--- src/rtl/sipo_deserializer.sv ---
// sipo_deserializer: collects a qualified serial bit stream into WIDTH-bit words behind a one-entry valid/ready holding register.
// Define PARITY_CHECK_EN to expect one trailing even-parity bit per frame and report parity_err.
module sipo_deserializer #(
   parameter int WIDTH     = 4,
   parameter bit MSB_FIRST = 1'b1
) (
   input  logic             clk,
   input  logic             rst,
   input  logic             serial_in,
   input  logic             serial_valid,
   input  logic             align,
   input  logic             out_ready,
   input  logic             clr_ovf,
   output logic [WIDTH-1:0] parallel_out,
   output logic             out_valid,
   output logic             overflow,
   output logic             parity_err
);
`ifdef PARITY_CHECK_EN
   localparam int FRAME_LEN = WIDTH + 1;
`else
   localparam int FRAME_LEN = WIDTH;
`endif
   localparam int CW = $clog2(WIDTH + 1);
   localparam logic [CW-1:0] LAST = CW'(FRAME_LEN - 1);
   logic [CW-1:0]    r_cnt, w_cnt;
   logic [WIDTH-1:0] r_shift, r_out, w_base, w_shift, w_shreg, w_word;
   logic             r_valid, r_ovf, r_perr, w_done, w_load, w_perr;
   // align restarts the frame, so the current bit (if any) is framed against an empty word
   always_comb begin
      w_cnt   = align ? '0 : r_cnt;
      w_base  = align ? '0 : r_shift;
      w_shift = MSB_FIRST ? {w_base[WIDTH-2:0], serial_in} : {serial_in, w_base[WIDTH-1:1]};
      w_done  = serial_valid && (w_cnt == LAST);
      w_load  = w_done && (!r_valid || out_ready);
`ifdef PARITY_CHECK_EN
      w_shreg = w_done ? w_base : w_shift;
      w_word  = w_base;
      w_perr  = ^w_base ^ serial_in;
`else
      w_shreg = w_shift;
      w_word  = w_shift;
      w_perr  = 1'b0;
`endif
   end
   always_ff @(posedge clk) begin
      if (rst) begin
         r_cnt   <= '0;
         r_shift <= '0;
         r_out   <= '0;
         r_valid <= 1'b0;
         r_ovf   <= 1'b0;
         r_perr  <= 1'b0;
      end else begin
         if (serial_valid) begin
            r_cnt   <= w_done ? '0 : w_cnt + 1'b1;
            r_shift <= w_shreg;
         end else if (align) begin
            r_cnt   <= '0;
            r_shift <= '0;
         end
         if (w_load) begin
            r_out   <= w_word;
            r_perr  <= w_perr;
            r_valid <= 1'b1;
         end else if (r_valid && out_ready) begin
            r_valid <= 1'b0;
         end
         // a drop beats a simultaneous clear
         if (w_done && !w_load) r_ovf <= 1'b1;
         else if (clr_ovf) r_ovf <= 1'b0;
      end
   end
   assign parallel_out = r_out;
   assign out_valid    = r_valid;
   assign overflow     = r_ovf;
   assign parity_err   = r_perr;
endmodule

--- config.mk ---
export PLATFORM = sky130hd
export DESIGN_NAME = sipo_deserializer
export DESIGN_NICKNAME = d
export VERILOG_FILES = /design/src/rtl/sipo_deserializer.sv
export SDC_FILE = /design/constraint.sdc
export NUM_CORES = 1
export LEC_CHECK = 0
export ABC_AREA = 1
export CORE_UTILIZATION = 40
export DETAILED_ROUTE_END_ITERATION = 16
export PLACE_DENSITY_LB_ADDON = 0.1
export SLEW_MARGIN = 20
export SYNTH_ARGS = -nofsm -noshare
export SYNTH_HDL_FRONTEND = slang
export SYNTH_SLANG_ARGS = --single-unit
--- constraint.sdc ---
create_clock -name clk -period 1.5 [get_ports clk]
set_input_delay 0.3 -clock clk [delete_from_list [all_inputs] [get_ports clk]]
set_output_delay 0.3 -clock clk [all_outputs]
set_load 0.05 [all_outputs]
==> results of run 1 <==
==> layout make-up <==
type,instances,area [um^2],area share [%]
sequential,12,240,30.0
multi-input combinational,46,240,30.0
timing repair buffer,16,210,26.2
inverter,15,57.6,7.18
clock buffer,4,36.3,4.52
tap,14,17.5,2.18
==> critical path: stages <==
cell	delay, ns
clkdlybuf4s50_1	0.46
nor2_1	0.18
ha_1	0.18
nand2_2	0.05
clkinv_2	0.08
nand3_4	0.10
nor2_1	0.13
nor2_1	0.06
==> stage by stage <==
stage               hold slack (ns)  instance area, um^2  setup slack (ns)  setup TNS [ns]  util, %
finish                        0.504                  802             0.128               0     67.6
detailed placement            0.503                  766            -0.146          -0.741     64.6
floorplan                     0.369                  546             0.345               0        -
CTS                           0.514                  802             0.139               0     67.6
global placement              0.492                  766            -0.112          -0.536     64.6
global route                  0.534                  802            0.0612               0     67.6
==> state kept, by name (all words and copies together) (netlist names) <==
signal	count
parallel_out	4
r_cnt	3
r_shift	3
out_valid	1
overflow	1
==> cells in the mapped netlist (all sizes together) <==
cell,count
ha,1
nor3,1
o21ai,4
nand2,16
buf,1
nor2,14
conb,1
inv,14
a21oi,6
dfxtp,12
nand3b,1
clkinv,1
nand3,2
==> layout by cell type, fill, tap and decap left out, drive strengths merged <==
cell           instances
ha                     1
nand3                  2
dfxtp                 12
inv                   14
clkdlybuf4s50          6
nor3                   1
nor2                  14
o21ai                  4
nand3b                 1
a21oi                  6
nand2                 16
conb                   1
clkbuf                 4
buf                   10
clkinv                 1
==> how the worst max path moves through the flow <==
| stage | from | endpoint | cells past startpoint |
|---|---|---|---|
| 5_1_grt | align | parallel_out[3]$_SDFFE_PP0P_ | 9 |
| 3_5_place_dp | align | parallel_out[3]$_SDFFE_PP0P_ | 8 |
| 4_1_cts | align | parallel_out[2]$_SDFFE_PP0P_ | 8 |
| 3_3_place_gp | align | r_cnt[1]$_SDFF_PP0_ | 8 |
| 2_1_floorplan | out_valid$_SDFFE_PP0P_ | parallel_out[0]$_SDFFE_PP0P_ | 5 |
| 6_report | align | parallel_out[2]$_SDFFE_PP0P_ | 8 |
==> power by group through the flow <==
stage               sequential [uW]  clock, uW  combinational (uW)
global route                    328        268                69.5
CTS                             327        259                64.3
global placement                335          0                62.8
finish                          327        255                64.1
detailed placement              335          0                64.2
floorplan                       335          0                29.8
==> per-layer routing <==
layer	routed length, um	track usage [%]	up-vias
met5	0	0	-
met4	11	5.17	0
met3	87	8.67	2
met2	505	27.9	19
met1	438	15.6	194
li1	-	-	260
==> cell families (layout without fill, tap and decap cells) <==
kind of cell	Yosys count	after routing	share of synthesized area, %
AOI/OAI and AO/OA	10	10	9.17
adders and majority gates	1	1	2.29
buffers and inverters	16	35	11.9
DFF	12	12	44.0
other	1	1	0.687
and+or+nand+nor	34	34	31.9
==> metrics.md, run 1 <==
| Metric | Value |
|---|---|
| Outcome | `complete, no violations` |
| Yosys cell types | `19` |
| Die footprint | `about 1500 um^2` |
| Fin crit period | `~1.4 ns` |
| Final Hold Fails | `0` |
| Worst Path Max Fanout | `8` |
| Clk pwr share | `about 40%` |
| Setup bufs post-CTS | `0` |
| Gate power share | `about 9.9%` |
| Row Count | `12` |
| CP endpoint kind | `flop` |
| Inst Count DP | `between 100 and 150` |
| Clock Sinks | `12` |
| # diodes | `0` |
| Synth Register Bits | `12` |
| Final setup viols | `0` |
| Syn Area/Cell | `7.37 um^2` |
| Final GP Congestion | `0.796` |
| CTS tree | `done` |
| Clock Latency Late Sink | `roughly 0.27 ns` |
| Final Power | `roughly 650 uW` |
| Post-Syn Area | `546 um^2` |
| Via density | `between 4 and 5` |
| Router iterations before antenna repair | `4` |
| Root buffer cell | `clkbuf_4` |
| Fill count | `between 100 and 150` |
| Routed Wire Length | `about 1000 um` |
| Total track usage | `between 10% and 20%` |
| CTS Buf Count | `3` |
| Die X-Extent | `38.9 um` |
| Drt first-iter violations | `7` |
| Post-route non-filler standard cell count | `between 100 and 150` |
| Nets | `a little over 100` |
| Core area | `1190 um^2` |
| Clk buf depth | `2` |
| Hold-fix buffers at CTS | `0` |
| Yosys top cell area share | `around 44%` |
| Power Density | `just over 800 nW/um^2` |
| Power Internal | `503 uW` |
| Cells taking the most area after synthesis | `dfxtp_1, nor2_1, inv_1, nand2_1, a21oi_1` |
| Hold_sp | `overflow$_SDFFE_PP0P_` |
| Post-synthesis sequential area ratio | `about 44%` |
| FF-to-FF End | `parallel_out[2]$_SDFFE_PP0P_` |
| Switch share | `between 20% and 30%` |
| Yosys warns | `0` |
| Count of input and output buffers | `12` |
| Fin crit share | `roughly 91%` |
| Ratio of cells with drive above 1 in the final layout | `21.5%` |
| Fmax | `between 700 and 800 MHz` |
| Reg power frac | `50.6%` |
| Clk slew on worst S/H paths | `0.08 ns` |
| First-pass GRT wire length | `between 1500 and 2000 um` |
| R2R Path Start | `r_cnt[0]$_SDFF_PP0_` |
| Post-CTS resize count | `0` |
| Synth Instances | `74` |
| Area Growth Syn to Fin | `47.0%` |
| Initial Util | `a little under half` |
| Largest net degree at the start of global routing | `9` |
| Vias in the first global route | `about 400` |
| Cell taking the most area after synthesis | `dfxtp_1` |
| Worst clock skew | `~0.0066 ns` |
| Hpwl dp | `approximately 800 um` |
| WHS Endpoint | `overflow$_SDFFE_PP0P_` |
| Post-Syn Nets | `just over 80` |
| Worst hold path type | `flop to flop` |
| Gr ovfl total | `0` |
| LEAKAGE | `about 0.00038 uW` |
| Max Slew Vio Count | `0` |
| H-tree depth | `1` |
| Peak supply drop | `approximately 0.6 mV` |
| Number of antenna violations at the first check in global routing | `0` |
| RSZ-0062 raised after global routing | `no` |
| Ports | `14` |
| CP Launch Type | `input pin` |
| WP data arrival | `around 1.6 ns` |
| Die Y-Extent | `about 39 um` |
| Max cap viols | `0` |
| Net load switching power | `about 140 uW` |
| WS Path Type | `input pin to flop` |
| Flop-to-flop setup slack | `~0.31 ns` |
| Post-route ant nets | `0` |
| Vias | `475` |
| WL per Instance | `approximately 9.7 um` |
| Remaining DRCs | `0` |
| R2R depth | `8` |
| Worst EP required | `~1.7 ns` |
| Hold path depth | `2` |
(Power assumes the default switching activity.)
==> run 2: changes to the inputs <==
--- a/config.mk
+++ b/config.mk
@@ -8,7 +8,9 @@
 export ABC_AREA = 1
 export CORE_UTILIZATION = 40
 export DETAILED_ROUTE_END_ITERATION = 16
+export GPL_ROUTABILITY_DRIVEN = 0
 export PLACE_DENSITY_LB_ADDON = 0.1
+export SKIP_CTS_REPAIR_TIMING = 1
 export SLEW_MARGIN = 20
 export SYNTH_ARGS = -nofsm -noshare
 export SYNTH_HDL_FRONTEND = slang
==> results of run 2 <==
Final layout, timing and power as in run 1 (identical DEF).
